File: src/rtl/rs485_pkg.sv
// rs485_pkg: shared types and constants for the RS485 response scheduler
// Contents: FSM state enum, word width, default no-data word, guard tick counter width.
package rs485_pkg;
    localparam int WORD_W = 16;
    localparam logic [WORD_W-1:0] NODATA_DEFAULT = 16'hFFFF;
    localparam int TICK_W = 4;
    typedef enum logic [2:0] {ST_IDLE, ST_ARB, ST_LEAD, ST_SEND, ST_TRAIL} state_t;
endpackage

File: src/rtl/rs485_tx_scheduler_rr_arbiter.sv
// rr_arbiter: combinational round-robin pick starting after the last grant
// Ports: req (request vector), last (previous grant index) -> grant (one-hot),
//        idx (granted index, equals last when nothing requests), any_valid.
module rr_arbiter #(
    parameter int N_SRC = 4
) (
    input  logic [N_SRC-1:0] req,
    input  logic [2:0]       last,
    output logic [N_SRC-1:0] grant,
    output logic [2:0]       idx,
    output logic             any_valid
);
    localparam int IW = $clog2(N_SRC);
    logic [IW-1:0] j;
    always_comb begin
        grant = '0;
        idx = last;
        any_valid = 1'b0;
        j = '0;
        for (int i = 1; i <= N_SRC; i++) begin
            j = IW'((int'(last) + i) % N_SRC);
            if (!any_valid && req[j]) begin
                any_valid = 1'b1;
                idx = 3'(j);
                grant[j] = 1'b1;
            end
        end
    end
endmodule

File: src/rtl/rs485_tx_scheduler.sv
// rs485_tx_scheduler: per-poll round-robin source pick, driver-enable sequencing and serializer watchdog
// Ports: clk, reset (sync, active-high), baud_tick, poll_detect, src_valid/src_data (sources),
//        src_ack (one-hot take pulse), tx_start/tx_word/tx_done (serializer handshake),
//        de/re_n (transceiver), busy, grant_idx, poll_overrun, tx_fault.
module rs485_tx_scheduler
    import rs485_pkg::*;
#(
    parameter int              N_SRC       = 4,
    parameter int              LEAD_TICKS  = 2,
    parameter int              TRAIL_TICKS = 1,
    parameter int              TX_TIMEOUT  = 1024,
    parameter logic [WORD_W-1:0] NODATA_WORD = NODATA_DEFAULT
) (
    input  logic                    clk,
    input  logic                    reset,
    input  logic                    baud_tick,
    input  logic                    poll_detect,
    input  logic [N_SRC-1:0]        src_valid,
    input  logic [WORD_W*N_SRC-1:0] src_data,
    output logic [N_SRC-1:0]        src_ack,
    output logic                    tx_start,
    output logic [WORD_W-1:0]       tx_word,
    input  logic                    tx_done,
    output logic                    de,
    output logic                    re_n,
    output logic                    busy,
    output logic [2:0]              grant_idx,
    output logic                    poll_overrun,
    output logic                    tx_fault
);
    localparam int WW = $clog2(TX_TIMEOUT + 1);
    state_t state, nxt;
    logic [TICK_W-1:0] tcnt, tcnt_inc;
    logic [WW-1:0] wd, wd_inc;
    logic [2:0] last, g_idx;
    logic [N_SRC-1:0] grant;
    logic any_valid, lead_done, trail_done, timeout, take;
    logic [WORD_W-1:0] sel_word;

    rr_arbiter #(.N_SRC(N_SRC)) u_arb (
        .req(src_valid), .last(last), .grant(grant), .idx(g_idx), .any_valid(any_valid)
    );

    // Arbitration is resolved at the poll edge so the ack is visible during ARB.
    assign take = (state == ST_IDLE) && poll_detect;
    // The current cycle's tick counts, including in the state-entry cycle.
    assign tcnt_inc = (tcnt == '1) ? tcnt : tcnt + TICK_W'(baud_tick);
    assign wd_inc = (wd == WW'(TX_TIMEOUT)) ? wd : wd + 1'b1;
    assign lead_done = int'(tcnt_inc) >= LEAD_TICKS;
    assign trail_done = int'(tcnt_inc) >= TRAIL_TICKS;
    assign timeout = int'(wd) >= TX_TIMEOUT - 1;
    assign re_n = de;

    always_comb begin
        sel_word = NODATA_WORD;
        for (int i = 0; i < N_SRC; i++)
            if (grant[i]) sel_word = src_data[i*WORD_W +: WORD_W];
    end

    always_comb begin
        nxt = state;
        case (state)
            ST_IDLE:  nxt = poll_detect ? ST_ARB : ST_IDLE;
            ST_ARB:   nxt = ST_LEAD;
            ST_LEAD:  nxt = lead_done ? ST_SEND : ST_LEAD;
            ST_SEND:  nxt = (tx_done || timeout) ? ST_TRAIL : ST_SEND;
            ST_TRAIL: nxt = trail_done ? ST_IDLE : ST_TRAIL;
            default:  nxt = ST_IDLE;
        endcase
    end

    always_ff @(posedge clk) begin
        if (reset) begin
            state <= ST_IDLE;
            tcnt <= '0;
            wd <= '0;
            last <= 3'(N_SRC - 1);
            grant_idx <= 3'(N_SRC - 1);
            tx_word <= NODATA_WORD;
            src_ack <= '0;
            tx_start <= 1'b0;
            de <= 1'b0;
            busy <= 1'b0;
            poll_overrun <= 1'b0;
            tx_fault <= 1'b0;
        end else begin
            state <= nxt;
            tcnt <= (nxt != state) ? '0 : tcnt_inc;
            // With no lead time tx_start fires in LEAD, one cycle before SEND; start the watchdog at 1 then.
            wd <= (nxt != state) ? WW'((nxt == ST_SEND) && (LEAD_TICKS == 0)) : wd_inc;
            src_ack <= take ? grant : '0;
            if (take) begin
                tx_word <= any_valid ? sel_word : NODATA_WORD;
                if (any_valid) begin
                    last <= g_idx;
                    grant_idx <= g_idx;
                end
            end
            tx_start <= (LEAD_TICKS == 0) ? (state == ST_ARB) : (state == ST_LEAD && lead_done);
            de <= (nxt == ST_LEAD) || (nxt == ST_SEND) || (nxt == ST_TRAIL);
            busy <= nxt != ST_IDLE;
            poll_overrun <= poll_detect && (state != ST_IDLE);
            tx_fault <= (state == ST_SEND) && !tx_done && timeout;
        end
    end
endmodule

File: config.mk
export PLATFORM = sky130hd
export DESIGN_NAME = rs485_tx_scheduler
export DESIGN_NICKNAME = d
export VERILOG_FILES = /design/src/rtl/rs485_pkg.sv /design/src/rtl/rs485_tx_scheduler_rr_arbiter.sv /design/src/rtl/rs485_tx_scheduler.sv
export SDC_FILE = /design/constraint.sdc
export NUM_CORES = 1
export LEC_CHECK = 0
export BUFFER_PORTS_ARGS = -buffer_cell sky130_fd_sc_hd__buf_2
export CAP_MARGIN = 10
export CORE_MARGIN = 4
export CORE_UTILIZATION = 35
export DETAILED_ROUTE_END_ITERATION = 6
export GPL_TIMING_DRIVEN = 0
export MAX_ROUTING_LAYER = met4
export SYNTH_ARGS = -nofsm -noshare
export SYNTH_HDL_FRONTEND = slang
export SYNTH_HIERARCHICAL = 1
export SYNTH_SLANG_ARGS = --single-unit
export TNS_END_PERCENT = 10
File: constraint.sdc
create_clock -name clk -period 3.19 [get_ports clk]
set_input_delay 0.319 -clock clk [delete_from_list [all_inputs] [get_ports clk]]
set_output_delay 0.319 -clock clk [all_outputs]
set_load 0.005 [all_outputs]
# Word level (Yosys, flattened, before mapping)
# Cells that the tools add are included.
classes:
  eq_ne: 10
  bitwise: 4
  n_reduce_logical: 26
  magnitude_cmp: 11
  add_sub_neg: 6
  mux: 39
ops:
  columns: ["op", "n"]
  rows:
  - ["16-bit two-way mux", 5]
  - ["4-bit two-way mux", 5]
  - ["3-bit two-way mux", 6]
  - ["3-bit one-hot mux with 5 select lines", 1]
  - ["1-bit two-way mux", 14]
  - ["3-bit by 2-bit equality test with 1-bit output (second input constant)", 4]
  - ["1-bit logical AND", 12]
  - ["2-bit by 3-bit < comparator with 1-bit output (second input constant)", 4]
  - ["4-bit OR", 3]
  - ["11-bit by 1-bit adder with 11-bit output (second input constant)", 1]
  - ["11-bit equality test (second input constant)", 1]
  - ["11-bit by 10-bit >= comparator with 1-bit output (second input constant)", 1]
  - ["1-bit binary-select mux with 2-bit select", 4]
  - ["1-bit demux with 2-bit select", 4]
  - ["2-bit by 1-bit >= comparator with 1-bit output (second input constant)", 4]
  - ["3-bit equality test (second input constant)", 2]
  - ["3-bit nonzero test", 2]
  - ["2-bit by 1-bit adder with 2-bit output (second input constant)", 2]
  - ["2-bit adder (second input constant)", 2]
  - ["4-bit by 1-bit adder with 4-bit output", 1]
  - ["4-bit equality test (second input constant)", 1]
  - ["4-bit by 1-bit >= comparator with 1-bit output (second input constant)", 1]
  - ["4-bit by 2-bit >= comparator with 1-bit output (second input constant)", 1]
  - ["1-bit logical NOT", 4]
  - ["other kinds (8)", 11]
totals:
  elab_cells: 107
  out_inout_bits: 29
  input_bits: 73
  ff_bits: 46

# Depth between registers and ports, before layout
# Gate-level depths: netlist of the first run.
depth:
  word_depth: 18
  mapped_depth: 14
  ltp_nobuf: 10

# By module
# The synthesis of the first run kept the hierarchy.
by_module_without_submodules:
  columns: ["mod", "area_each_um2", "cells_per_inst", "seq_area_each_um2", "instances"]
  rows:
  - ["rs485_tx_scheduler", 2347.3, 290, 920.9, 1]
  - ["rr_arbiter", 514.2, 70, 0.0, 1]

# Worst setup path before layout of the first run
# OpenSTA, ideal clock, no wires.
synth_timing:
  path_type: "flip-flop to flip-flop"
  startpoint: "register last[0]"
  endpoint: "register tx_word[14]"
  required_ns: 3.073
  setup_ns: 0.117
  t_arrival_ns: 3.075
  slack_ns: -0.001
  synth_period_minus_slack_ns: 3.191
  path_buffers: 3
  path_stages_with_launch: 14
  cell_sequence: "dfxtp_1 > buf_6 > buf_2 > inv_1 > ha_1 > mux4_2 > nand2_1 > o21ai_0 > a221o_2 > clkbuf_1 > or3b_1 > a221oi_1 > a21oi_1 > o22a_1"
synth_between:
  elab_cells_between_ends: 54
  cone_classes: "add/sub (4); order compare (8); mux (29); bitwise (3); reduce/logical (10)"
synth_rtl:
  columns: ["element", "line_no", "text"]
  rows:
  - ["start: declaration", "rs485_tx_scheduler.sv:35", "logic [2:0] last, g_idx;"]
  - ["start signal: assignment", "rs485_tx_scheduler.sv:77", "last <= 3'(N_SRC - 1);"]
  - ["start signal: assignment", "rs485_tx_scheduler.sv:95", "last <= g_idx;"]
  - ["parallel branches: the longest is 12 deep, another holds 2-bit by 3-bit < comparator with 1-bit output", null, null]
  - ["4-bit two-way mux (*)", "rs485_tx_scheduler_rr_arbiter.sv:22", "if (!any_valid && req[j]) begin"]
  - ["via grant[1]", "rs485_tx_scheduler.sv:36", "logic [N_SRC-1:0] grant;"]
  - ["16-bit two-way mux (*) (3 in series)", "rs485_tx_scheduler.sv:57", "if (grant[i]) sel_word = src_data[i*WORD_W +: WORD_W];"]
  - ["16-bit two-way mux (*)", "rs485_tx_scheduler.sv:93", "tx_word <= any_valid ? sel_word : NODATA_WORD;"]
  - ["end signal: assignment", "rs485_tx_scheduler.sv:93", null]
  - ["end: declaration", "rs485_tx_scheduler.sv:22", "output logic [WORD_W-1:0] tx_word,"]
# Mark *: on every way through the listed nets, which the timed path passes. The select of a mux whose other input is x is not followed.
# A chain may end at the register's enable or synchronous reset.

# Worst setup path in the final report of the first run
# Ends and elaborated chain as after synthesis.

==> summary.txt, run 1 <==
Worst setup path
  – Critical path type: reg -> reg
  – CP Cell Sequence: buf_6, clkbuf_4, inv_1, ha_4, mux4_2, nand2_1, o21ai_1, a221o_2, or3b_1, a221oi_1, a21oi_1, o22a_1
  – Slowest stage delay, CP: 410 ps
  – Critical Path End Type: register
  – Slowest stage cell, crit path: dfxtp_4
  – Startpoint types: register
  – CP max FO: 10
  – R2R depth: 12
  – Crit path required time: roughly 3400 ps
  – Arrival time at the worst endpoint: 3230 ps

Global routing
  – First-pass GRT wire length: 13200 µm
  – Antenna violations before repair: 0
  – Total GRT Usage: 16.7%
  – Vias in the first global route: about 2700
  – Congestion Overflow GR: 0
  – Largest net degree at the start of global routing: 17

Timing
  – Slew headroom: approximately 45%
  – Slew @ Worst Pin: around 820 ps
  – Pins Over Slew Limit: 0
  – Clock Skews: approximately 5 ps
  – Tmin final: 3030 ps
  – RSZ-0062 raised after global routing: yes
  – Hold WS: 215 ps
  – Crit share post-route: 94.9%
  – Hold Fails Final Rpt: 0
  – Final setup violation count: 0
  – Setup ws final: 164 ps
  – FMAX: between 300 and 400 MHz

Die
  – Initial Utilization: 36.5%
  – Die area: about 0.0097 mm²
  – Core ar.: 0.00785 mm²
  – # rows: 32
  – Die H: 98.4 µm
  – Die width: just under 100 µm
  – Ports: between 100 and 150

Place
  – Place WS: -461 ps
  – DP HPWL: 6200 µm
  – RePlAce Congestion: 0.888
  – Port Buffers: 100
  – Post-Place Cells: 562

Worst hold path
  – Hold WC Path Type: in -> reg
  – Hold path cells: 2

Run
  – Max-cap check violation count: 0

Finish
  – Post-Layout Cell Count: roughly 580
  – Nets: roughly 560
  – Diodes inserted: 0
  – Share of cells above drive strength 1: between 30% and 40%
  – Layout overhead on the synthesized area: 28.4%
  – Core Util, Final: 46.8%

Clock tree
  – Clock Tree Buf Depth: 2
  – Latest clock arrival within the worst-skew pair: 300 ps
  – Root buf cell: clkbuf_8
  – CTS tree: done
  – CTS Sinks: 46
  – CTS buffer count: 5
  – Hold buffers post-CTS: 0
  – H-tree depth: 2
  – Worst-path clk slew: 90 ps

Detailed routing
  – Mean number of vias per cell: 5.07
  – Routed Antenna Nets: 0
  – Final wirelength: 8110 µm
  – DRC violations left: 0
  – Initial drt markers: 91
  – TritonRoute pass-1 iters: 4
  – DR vias: about 2900
  – WL/cell: around 14 µm

Yosys
  – Post-Syn Instances: 360
  – Post-synth EDFFs: 0
  – Synthesized area per cell: just under 8 µm²
  – #FFs+latches synth: 46
  – Yosys Warn Count: 6
  – Post-synth top area share: between 30% and 40%
  – Yosys top cell by area: dfxtp_1
  – Top cells by area, synth: dfxtp_1, a21oi_1, ha_1, o22a_1, o21ai_0
  – Syn Nets: 445
  – Synth Flop Type: dfxtp_1
  – Synth unique cells: 55
  – Register area share after synthesis: 32.2%
  – Mapped cell area: approximately 0.0029 mm²
  – Async SR Flop Fraction: 0%

Pwr
  – Power density over cell area: 501 mW/mm²
  – Power, Total: about 1.8 mW
  – Lkg Pwr: 1.56 nW
  – Max VDD drop: 0.226 mV

Run status
  – Run status: complete, no violations
-- logic make-up (layout without fill, tap and decap cells) --
family / Yosys count / after routing / synth area share (%)
AOI/OAI and AO/OA: 122 / 123 / 27.4
xor gates and xnor gates: 11 / 11 / 3.37
adders and majority gates: 12 / 12 / 5.25
buffers and inverters: 53 / 166 / 8.13
DFF: 46 / 46 / 32.2
muxes: 4 / 4 / 2.32
and+or+nand+nor: 112 / 112 / 21.4
-- per-stage QoR --
stage / TNS, ps / instance area (µm²)
6_report: 0 / 3670
4_1_cts: 0 / 3600
5_1_grt: -60.1 / 3670
3_3_place_gp: -4860 / 3490
3_5_place_dp: -4890 / 3490
2_1_floorplan: 0 / 2860
-- state kept, by name, summed over array words and instances (netlist names) --
name / cells
tx_word: 16
wd: 11
de: 1
poll_overrun: 1
tx_start: 1
last: 3
busy: 1
state: 3
tx_fault: 1
src_ack: 4
tcnt: 4
-- synth_stat cells, types with 2 or more instances --
| library cell | count |
|---|---|
| a21oi_1 | 55 |
| dfxtp_1 | 46 |
| inv_1 | 28 |
| nor2_1 | 28 |
| o21ai_0 | 26 |
| nand2_1 | 18 |
| nor2b_1 | 18 |
| o22a_1 | 16 |
| clkbuf_1 | 15 |
| ha_1 | 12 |
| xnor2_1 | 8 |
| buf_2 | 6 |
| nand3_1 | 6 |
| nor3_1 | 6 |
| and2_1 | 4 |
| nand4_1 | 4 |
| nor3b_1 | 4 |
| a211oi_1 | 3 |
| a221o_2 | 3 |
| buf_6 | 3 |
| nand2b_1 | 3 |
| nor4_1 | 3 |
| or2_2 | 3 |
| xor2_1 | 3 |
| a211o_1 | 2 |
| a31oi_1 | 2 |
| a32oi_1 | 2 |
| mux4_2 | 2 |
| nor4b_1 | 2 |
| o31ai_1 | 2 |
| or3_1 | 2 |
| or4_1 | 2 |
-- layer usage --
metal | GRT usage (%) | up-vias | part of all wire [%] | routed length (µm)
li1 | - | 1498 | - | -
met1 | 22.1 | 1295 | 47 | 3850
met2 | 24.4 | 118 | 43 | 3490
met3 | 4.46 | 8 | 8.1 | 657
met4 | 6.20 | 0 | 1.4 | 115
met5 | - | - | 0 | 0
-- cells in the final DEF, fill, tap and decap left out, types with 2 or more instances in the layout --
| master | netlist | routed |
|---|---|---|
| a211o_1 | 2 | 2 |
| a211oi_1 | 3 | 3 |
| a21oi_1 | 55 | 55 |
| a221o_1 | 1 | 2 |
| a221o_2 | 3 | 3 |
| a31oi_1 | 2 | 2 |
| a32oi_1 | 2 | 2 |
| and2_1 | 4 | 4 |
| buf_2 | 6 | 106 |
| buf_4 | 1 | 7 |
| buf_6 | 3 | 3 |
| clkbuf_1 | 15 | 7 |
| clkbuf_2 | 0 | 5 |
| clkbuf_4 | 0 | 2 |
| clkbuf_8 | 0 | 5 |
| dfxtp_1 | 46 | 44 |
| ha_1 | 12 | 11 |
| inv_1 | 28 | 28 |
| mux4_2 | 2 | 2 |
| nand2_1 | 18 | 18 |
| nand2b_1 | 3 | 2 |
| nand2b_4 | 1 | 2 |
| nand3_1 | 6 | 6 |
| nand4_1 | 4 | 4 |
| nor2_1 | 28 | 28 |
| nor2b_1 | 18 | 18 |
| nor3_1 | 6 | 6 |
| nor3b_1 | 4 | 4 |
| nor4_1 | 3 | 3 |
| nor4b_1 | 2 | 2 |
| o21ai_0 | 26 | 21 |
| o21ai_1 | 1 | 6 |
| o22a_1 | 16 | 16 |
| o31ai_1 | 2 | 2 |
| or2_2 | 3 | 3 |
| or3_1 | 2 | 2 |
| or4_1 | 2 | 2 |
| xnor2_1 | 8 | 8 |
| xor2_1 | 3 | 3 |
-- power breakdown --
| part | total (mW) | switching [mW] | internal (mW) |
|---|---|---|---|
| registers | 0.668 | 0.0368 | 0.631 |
| logic | 0.802 | 0.431 | 0.371 |
| clock network | 0.371 | 0.212 | 0.158 |
| total | 1.84 | 0.680 | 1.16 |
-- cell type report --
| class | count | area (µm²) |
|---|---|---|
| multi-input cells | 262 | 1740 |
| well taps | 102 | 128 |
| repair buffers | 106 | 546 |
| fillers | 815 | 4170 |
| plain buffers | 24 | 138 |
| clock buffers | 5 | 68.8 |
| inverters | 28 | 105 |
| clock inverters | 3 | 25.0 |
| flip-flops and latches | 46 | 926 |
-- critical path, delay by kind of cell, from the launching register on --
family	cells	cell delay [ps]
adders and majority gates	1	320
AOI/OAI and AO/OA	5	920
buffers and inverters	3	460
muxes	1	370
and+or+nand+nor	2	440
DFF	1	410
-- worst paths after layout --
path	start	endpoint	slack [ps]
worst max-delay path	last[0]	tx_word[14]	160
worst min-delay path	tx_done	tx_fault	210
worst max register to register	last[0]	tx_word[14]	160
worst min register to register	tx_word[1]	tx_word[1]	480
-- repair_timing --
action,4_1_cts,5_1_grt
gates cloned,0,1
gates resized for setup,8,20
buffers inserted,0,6
endpoints found under the setup margin,16,16
pin swaps,0,1
(Power assumes the default switching activity.)
==> inputs of run 2 (changes only) <==
--- a/config.mk
+++ b/config.mk
@@ -5,6 +5,7 @@
 export SDC_FILE = /design/constraint.sdc
 export NUM_CORES = 1
 export LEC_CHECK = 0
+export ABC_AREA = 1
 export BUFFER_PORTS_ARGS = -buffer_cell sky130_fd_sc_hd__buf_2
 export CAP_MARGIN = 10
 export CORE_MARGIN = 4
==> summary.txt, run 2 <==
Run status
  – Run status: complete, no violations (unchanged)

Detailed routing
  – Initial drt markers: 108 (was 91)
  – DR vias: 3015 (was 2919)
  – Mean number of vias per cell: 4.73 (was 5.07)
  – TritonRoute pass-1 iters: 4 (unchanged)
  – WL/cell: 12.2 µm (was 14.1 µm)
  – DRC violations left: 0 (unchanged)
  – Routed Antenna Nets: 0 (unchanged)
  – Final wirelength: 7790 µm (was 8110 µm)

Global routing
  – Total GRT Usage: 16.3% (was 16.7%)
  – Largest net degree at the start of global routing: 16 (was 17)
  – First-pass GRT wire length: 12900 µm (was 13200 µm)
  – Vias in the first global route: 2862 (was 2724)
  – Congestion Overflow GR: 0 (unchanged)
  – Antenna violations before repair: 0 (unchanged)

Clock tree
  – Worst-path clk slew: 90 ps (about the same)
  – Root buf cell: clkbuf_8 (unchanged)
  – Post-CTS sizing: 2 (was 8)
  – CTS tree: done (unchanged)
  – Clock Tree Buf Depth: 2 (unchanged)
  – Latest clock arrival within the worst-skew pair: 300 ps (about the same)
  – H-tree depth: 2 (unchanged)
  – CTS Sinks: 46 (unchanged)
  – Hold buffers post-CTS: 0 (unchanged)
  – CTS buffer count: 5 (unchanged)
  – Post-CTS setup buffer count: 0 (unchanged)

Pwr
  – Logic pwr share: 52.3% (was 43.6%)
  – Switch Pwr: 0.997 mW (was 0.680 mW)
  – Int Power: 1.23 mW (was 1.16 mW)
  – Clock network power share: 15.8% (was 20.1%)
  – Lkg Pwr: 1.69 nW (was 1.56 nW)
  – Switching Share: 44.7% (was 37.0%)
  – Sequential Power Share: 31.9% (was 36.3%)
  – Power density over cell area: 616 mW/mm² (was 501 mW/mm²)
  – Max VDD drop: 0.245 mV (was 0.226 mV)

Yosys
  – Register area share after synthesis: 31.9% (was 32.2%)
  – Mapped cell area: 0.00289 mm² (was 0.00286 mm²)
  – Top cells by area, synth: dfxtp_1, nand2_1, nor2_1, o21ai_0, a21oi_1 (was dfxtp_1, a21oi_1, ha_1, o22a_1, o21ai_0)
  – Post-synth top area share: 31.9% (was 32.2%)
  – #FFs+latches synth: 46 (unchanged)
  – Yosys top cell by area: dfxtp_1 (unchanged)
  – Post-synth EDFFs: 0 (unchanged)
  – Adder-cell share of the synthesized area: 5.20% (was 5.25%)
  – Most common cell in the synthesized netlist: nand2_1 (was a21oi_1)
  – Synth Flop Type: dfxtp_1 (unchanged)
  – Synth unique cells: 33 (was 55)
  – Largest family of logic cells by synthesized area: simple AND/OR/NAND/NOR gates (was compound AO/OA/AOI/OAI gates)
  – Post-synthesis compound-gate area fraction: 18.0% (was 27.4%)
  – Commonest cells in the netlist: nand2_1, nor2_1, dfxtp_1 (was a21oi_1, dfxtp_1, inv_1, nor2_1, o21ai_0)
  – Post-synthesis xor/xnor area fraction: 2.73% (was 3.37%)
  – Async SR Flop Fraction: 0% (unchanged)
  – Syn Nets: 512 (was 445)
  – Post-Syn Instances: 427 (was 360)
  – Yosys Warn Count: 6 (unchanged)
  – Synth Area in Simple Gates: 33.6% (was 21.4%)
  – Synthesized area per cell: 6.76 µm² (was 7.95 µm²)
  – Mux cell area share after synthesis: 0% (was 2.32%)

Timing
  – Pins Over Slew Limit: 0 (unchanged)
  – Slew headroom: 69.6% (was 44.8%)
  – Final setup violation count: 0 (unchanged)
  – FMAX: 350 MHz (was 330 MHz)
  – Hold WS: 241 ps (was 215 ps)
  – Setup TNS: 0 ps (unchanged)
  – Hold Fails Final Rpt: 0 (unchanged)
  – RSZ-0062 raised after global routing: no (was yes)
  – Clock Skews: 5.22 ps (was 5.10 ps)
  – Slew @ Worst Pin: 456 ps (was 819 ps)
  – Crit share post-route: 89.6% (was 94.9%)
  – Tmin final: 2860 ps (was 3030 ps)

Die
  – Core ar.: 0.00789 mm² (was 0.00785 mm²)
  – Initial Utilization: 36.6% (was 36.5%)
  – Ports: 102 (unchanged)
  – Die H: 98.8 µm (was 98.4 µm)
  – Die area: 0.00976 mm² (was 0.00969 mm²)
  – Die width: 98.8 µm (was 98.4 µm)
  – # rows: 32 (unchanged)

Place
  – DP HPWL: 6390 µm (was 6200 µm)
  – Port Buffers: 101 (was 100)
  – RePlAce Congestion: 0.948 (was 0.888)

Worst setup path
  – CP max FO: 10 (unchanged)
  – Critical Path End Type: register (unchanged)
  – Arrival time at the worst endpoint: 3100 ps (was 3230 ps)
  – Startpoint types: register (unchanged)
  – Crit path required time: 3430 ps (was 3400 ps)
  – Critical path type: reg -> reg (unchanged)

Finish
  – Share of cells above drive strength 1: 29.9% (was 32.1%)
  – Largest registers: tx_word (16), wd (11) (unchanged)
  – Number of fill cells: 837 (was 815)
  – Nets: 619 (was 558)
  – Most common cell after layout, fill and taps aside: buf_2 (unchanged)
  – Area occupied by multi-input gates: 0.00173 mm² (was 0.00174 mm²)
  – Layout overhead on the synthesized area: 25.5% (was 28.4%)
  – Max reg flops: 16 (unchanged)
  – Diodes inserted: 0 (unchanged)
  – Commonest cells after routing, fill and taps aside: buf_2, nand2_1, nor2_1 (was buf_2, a21oi_1, dfxtp_1)
  – Most flops, register: tx_word (unchanged)
  – Register area: 928 µm² (was 926 µm²)

Worst hold path
  – Hold WC Path Type: in -> reg (unchanged)

Run
  – Max-cap check violation count: 0 (unchanged)
run 2: critical path, cell delays in order, from the launching register on:
cell	delay [ps]
dfxtp_4	410
inv_1	140
ha_1	340
inv_1	150
nand3_2	170
nand2_4	130
nor2_4	60
a21oi_1	170
nand3_2	210
inv_2	170
buf_2	200
o21ai_0	100
nor2_1	100
a21oi_1	50
o21ai_0	200
o21ai_0	110
nand2_1	70
run 2: power by group through the flow:
stage / logic (mW) / clock network, mW / registers (mW)
6_report: 1.17 / 0.353 / 0.711
5_1_grt: 1.33 / 0.396 / 0.722
4_1_cts: 1.16 / 0.370 / 0.710
3_5_place_dp: 1.16 / 0 / 0.722
3_3_place_gp: 1.15 / 0 / 0.717
2_1_floorplan: 0.809 / 0 / 0.720
run 2: cell families (layout without fill, tap and decap cells):
family,count (synthesis),count (layout)
adder cells (fa/ha/maj),12,12
XOR/XNOR,9,9
buffers and inverters,59,167
AND/OR/NAND/NOR,202,202
AO/OA/AOI/OAI,99,99
flip-flops,46,46
run 2: through the flow:
| step | util (%) | std cells | cell area, µm² | setup WS, ps | power, mW |
|---|---|---|---|---|---|
| 2_1_floorplan | - | 427 | 2890 | 542 | 1.53 |
| 3_3_place_gp | 44.6 | 630 | 3520 | 21.2 | 1.87 |
| 3_5_place_dp | 44.6 | 630 | 3520 | -27.1 | 1.88 |
| 4_1_cts | 45.8 | 638 | 3610 | 127 | 2.24 |
| 5_1_grt | 45.9 | 637 | 3620 | 10.3 | 2.44 |
| 6_report | 45.9 | 637 | 3620 | 330 | 2.23 |
run 2: area by class of cell:
type                            count  area share (%)
Multi-Input combinational cell    322            47.6
Tap cell                          102            3.52
Clock buffer                        5            1.90
Timing Repair Buffer              101            14.0
Inverter                           43            4.46
Clock inverter                      3           0.587
Buffer                             15            2.31
Sequential cell                    46            25.6
run 2: path summary, 6_finish.rpt:
kind	from	to	slack [ps]	cells past startpoint
min reg2reg	tx_word[9]	tx_word[9]	490	2
min	reset	state[0]	240	2
max reg2reg	last[1]	tx_word[6]	330	16
max	last[1]	tx_word[6]	330	16
run 2: layer usage:
metal	vias up	routed length, µm	track usage, %
met5	-	0	-
met4	0	104	4.20
met3	13	518	3.26
met2	80	3620	26.5
met1	1310	3550	20.6
li1	1612	-	-
==> inputs of run 3 (changes only) <==
--- a/config.mk
+++ b/config.mk
@@ -7,12 +7,13 @@
 export LEC_CHECK = 0
 export ABC_AREA = 1
 export BUFFER_PORTS_ARGS = -buffer_cell sky130_fd_sc_hd__buf_2
-export CAP_MARGIN = 10
+export CAP_MARGIN = 20
 export CORE_MARGIN = 4
 export CORE_UTILIZATION = 35
 export DETAILED_ROUTE_END_ITERATION = 6
 export GPL_TIMING_DRIVEN = 0
 export MAX_ROUTING_LAYER = met4
+export PLACE_DENSITY = 0.64
 export SYNTH_ARGS = -nofsm -noshare
 export SYNTH_HDL_FRONTEND = slang
 export SYNTH_HIERARCHICAL = 1
==> summary.txt, run 3 (synthesis gave the netlist of run 2 again) <==
Run status
  – Run status: complete, no violations (unchanged)

Finish
  – Share of cells above drive strength 1: 30.1% (was 29.9%)
  – Most common cell after layout, fill and taps aside: buf_2 (unchanged)
  – Commonest cells after routing, fill and taps aside: buf_2, nand2_1, nor2_1 (unchanged)
  – Diodes inserted: 0 (unchanged)
  – Core Util, Final: 45.9% (unchanged)
  – Cell area after layout: 0.00362 mm² (unchanged)
  – Most flops, register: tx_word (unchanged)
  – Max reg flops: 16 (unchanged)
  – Nets: 619 (unchanged)
  – Largest registers: tx_word (16), wd (11) (unchanged)
  – Layout overhead on the synthesized area: 25.5% (unchanged)

Die
  – Core ar.: 0.00789 mm² (unchanged)
  – Initial Utilization: 36.6% (unchanged)
  – Die width: 98.8 µm (unchanged)
  – Ports: 102 (unchanged)
  – # rows: 32 (unchanged)
  – Die H: 98.8 µm (unchanged)
  – Die area: 0.00976 mm² (unchanged)

Clock tree
  – Latest clock arrival within the worst-skew pair: 300 ps (about the same)
  – Worst-path clk slew: 90 ps (about the same)
  – CTS Sinks: 46 (unchanged)
  – Clock Tree Buf Depth: 2 (unchanged)
  – H-tree depth: 2 (unchanged)
  – CTS tree: done (unchanged)
  – Hold buffers post-CTS: 0 (unchanged)
  – CTS buffer count: 5 (unchanged)
  – Root buf cell: clkbuf_8 (unchanged)

Worst setup path
  – Critical Path End Type: register (unchanged)
  – CP max FO: 10 (unchanged)
  – Arrival time at the worst endpoint: 3110 ps (was 3100 ps)
  – CP Cell Sequence: inv_1, ha_1, inv_1, nand3_2, nand2_4, nor2_4, a21oi_1, nand3_2, inv_2, buf_2, o21ai_0, nor2_1, a21oi_1, o21ai_0, o21ai_0, nand2_1 (unchanged)
  – Top cell by count, worst path: o21ai_0 (unchanged)
  – Crit path from: last[1] (unchanged)
  – Slowest stage cell, crit path: dfxtp_4 (unchanged)
  – Startpoint types: register (unchanged)
  – Crit path required time: 3440 ps (was 3430 ps)
  – Critical path type: reg -> reg (unchanged)
  – Slowest stage delay, CP: 410 ps (about the same)
  – Reg-to-Reg Start: last[1] (unchanged)

Detailed routing
  – Routed Antenna Nets: 0 (unchanged)
  – Final wirelength: 7710 µm (was 7790 µm)
  – Initial drt markers: 117 (was 108)
  – Mean number of vias per cell: 4.81 (was 4.73)
  – DRC violations left: 0 (unchanged)
  – TritonRoute pass-1 iters: 4 (unchanged)
  – DR vias: 3062 (was 3015)
  – WL/cell: 12.1 µm (was 12.2 µm)

Timing
  – RSZ-0062 raised after global routing: no (unchanged)
  – Final setup violation count: 0 (unchanged)
  – FMAX: 349 MHz (was 350 MHz)
  – Slew headroom: 71.4% (was 69.6%)
  – Slew @ Worst Pin: 428 ps (was 456 ps)
  – Tmin final: 2870 ps (was 2860 ps)
  – Crit share post-route: 89.9% (was 89.6%)
  – Hold Fails Final Rpt: 0 (unchanged)
  – Pins Over Slew Limit: 0 (unchanged)
  – Clock Skews: 7.03 ps (was 5.22 ps)

Place
  – Area after DPL: 0.00352 mm² (unchanged)
  – RePlAce Congestion: 0.926 (was 0.948)
  – Port Buffers: 101 (unchanged)
  – DP HPWL: 6330 µm (was 6390 µm)

Global routing
  – Congestion Overflow GR: 0 (unchanged)
  – Antenna violations before repair: 0 (unchanged)
  – Largest net degree at the start of global routing: 16 (unchanged)
  – First-pass GRT wire length: 12600 µm (was 12900 µm)
  – Vias in the first global route: 2719 (was 2862)
  – Total GRT Usage: 15.7% (was 16.3%)

Pwr
  – Power density over cell area: 617 mW/mm² (was 616 mW/mm²)
  – Max VDD drop: 0.208 mV (was 0.245 mV)
  – Lkg Pwr: 1.69 nW (about the same)

Worst hold path
  – Hold path start: reset (unchanged)
  – Hold WC Path Type: in -> reg (unchanged)

Run
  – Max-cap check violation count: 0 (unchanged)
## run 3: cell counts in the layout (fill, tap and decap cells not counted)
No cell type changed its count.
## run 3: final cells by class
class                           instances  area (µm²)
Buffer                                 15        83.8
Clock buffer                            5        68.8
Clock inverter                          3        21.3
Fill cell                             822        4270
Inverter                               43         161
Multi-Input combinational cell        322        1730
Sequential cell                        46         928
Tap cell                              102         128
Timing Repair Buffer                  101         505
## run 3: metal layers
metal	part of all wire (%)	track usage [%]
met5	0	-
met1	45	19.9
met3	6.7	3.33
met4	0.57	2.21
met2	48	26.4
## run 3: stage by stage
| step | hold slack, ps | TNS, ps | setup slack, ps | std cells | power [mW] |
|---|---|---|---|---|---|
| floorplan | 388 | 0 | 542 | 427 | 1.53 |
| global placement | 462 | 0 | 7.08 | 630 | 1.86 |
| detailed placement | 474 | -111 | -25.8 | 630 | 1.88 |
| CTS | 230 | 0 | 122 | 638 | 2.25 |
| global route | 240 | 0 | 14.0 | 637 | 2.43 |
| finish | 229 | 0 | 322 | 637 | 2.23 |
## run 3: path summary, 6_finish.rpt
path                              endpoint  slack (ps)  cells past startpoint
worst max-delay path            tx_word[6]         320                     16
worst min-delay path               last[2]         230                      2
worst max register to register  tx_word[6]         320                     16
worst min register to register     last[2]         480                      2
## run 3: repair_timing
action	4_1_cts	5_1_grt
endpoints found under the setup margin	10	12
gates resized for setup	2	8
setup buffers	0	0
pin swaps	0	1
## run 3: report_power, final
| group | total [mW] | switching, mW | internal, mW |
|---|---|---|---|
| clock | 0.354 | 0.200 | 0.154 |
| sequential | 0.710 | 0.0533 | 0.657 |
| combinational | 1.17 | 0.748 | 0.423 |
## run 3: worst max-delay path, delay by kind of cell, from the launching register on
family | cells | cell delay (ps)
adders and majority gates | 1 | 350
AOI/OAI and AO/OA | 5 | 660
DFF | 1 | 410
and+or+nand+nor | 6 | 750
buffers and inverters | 4 | 650
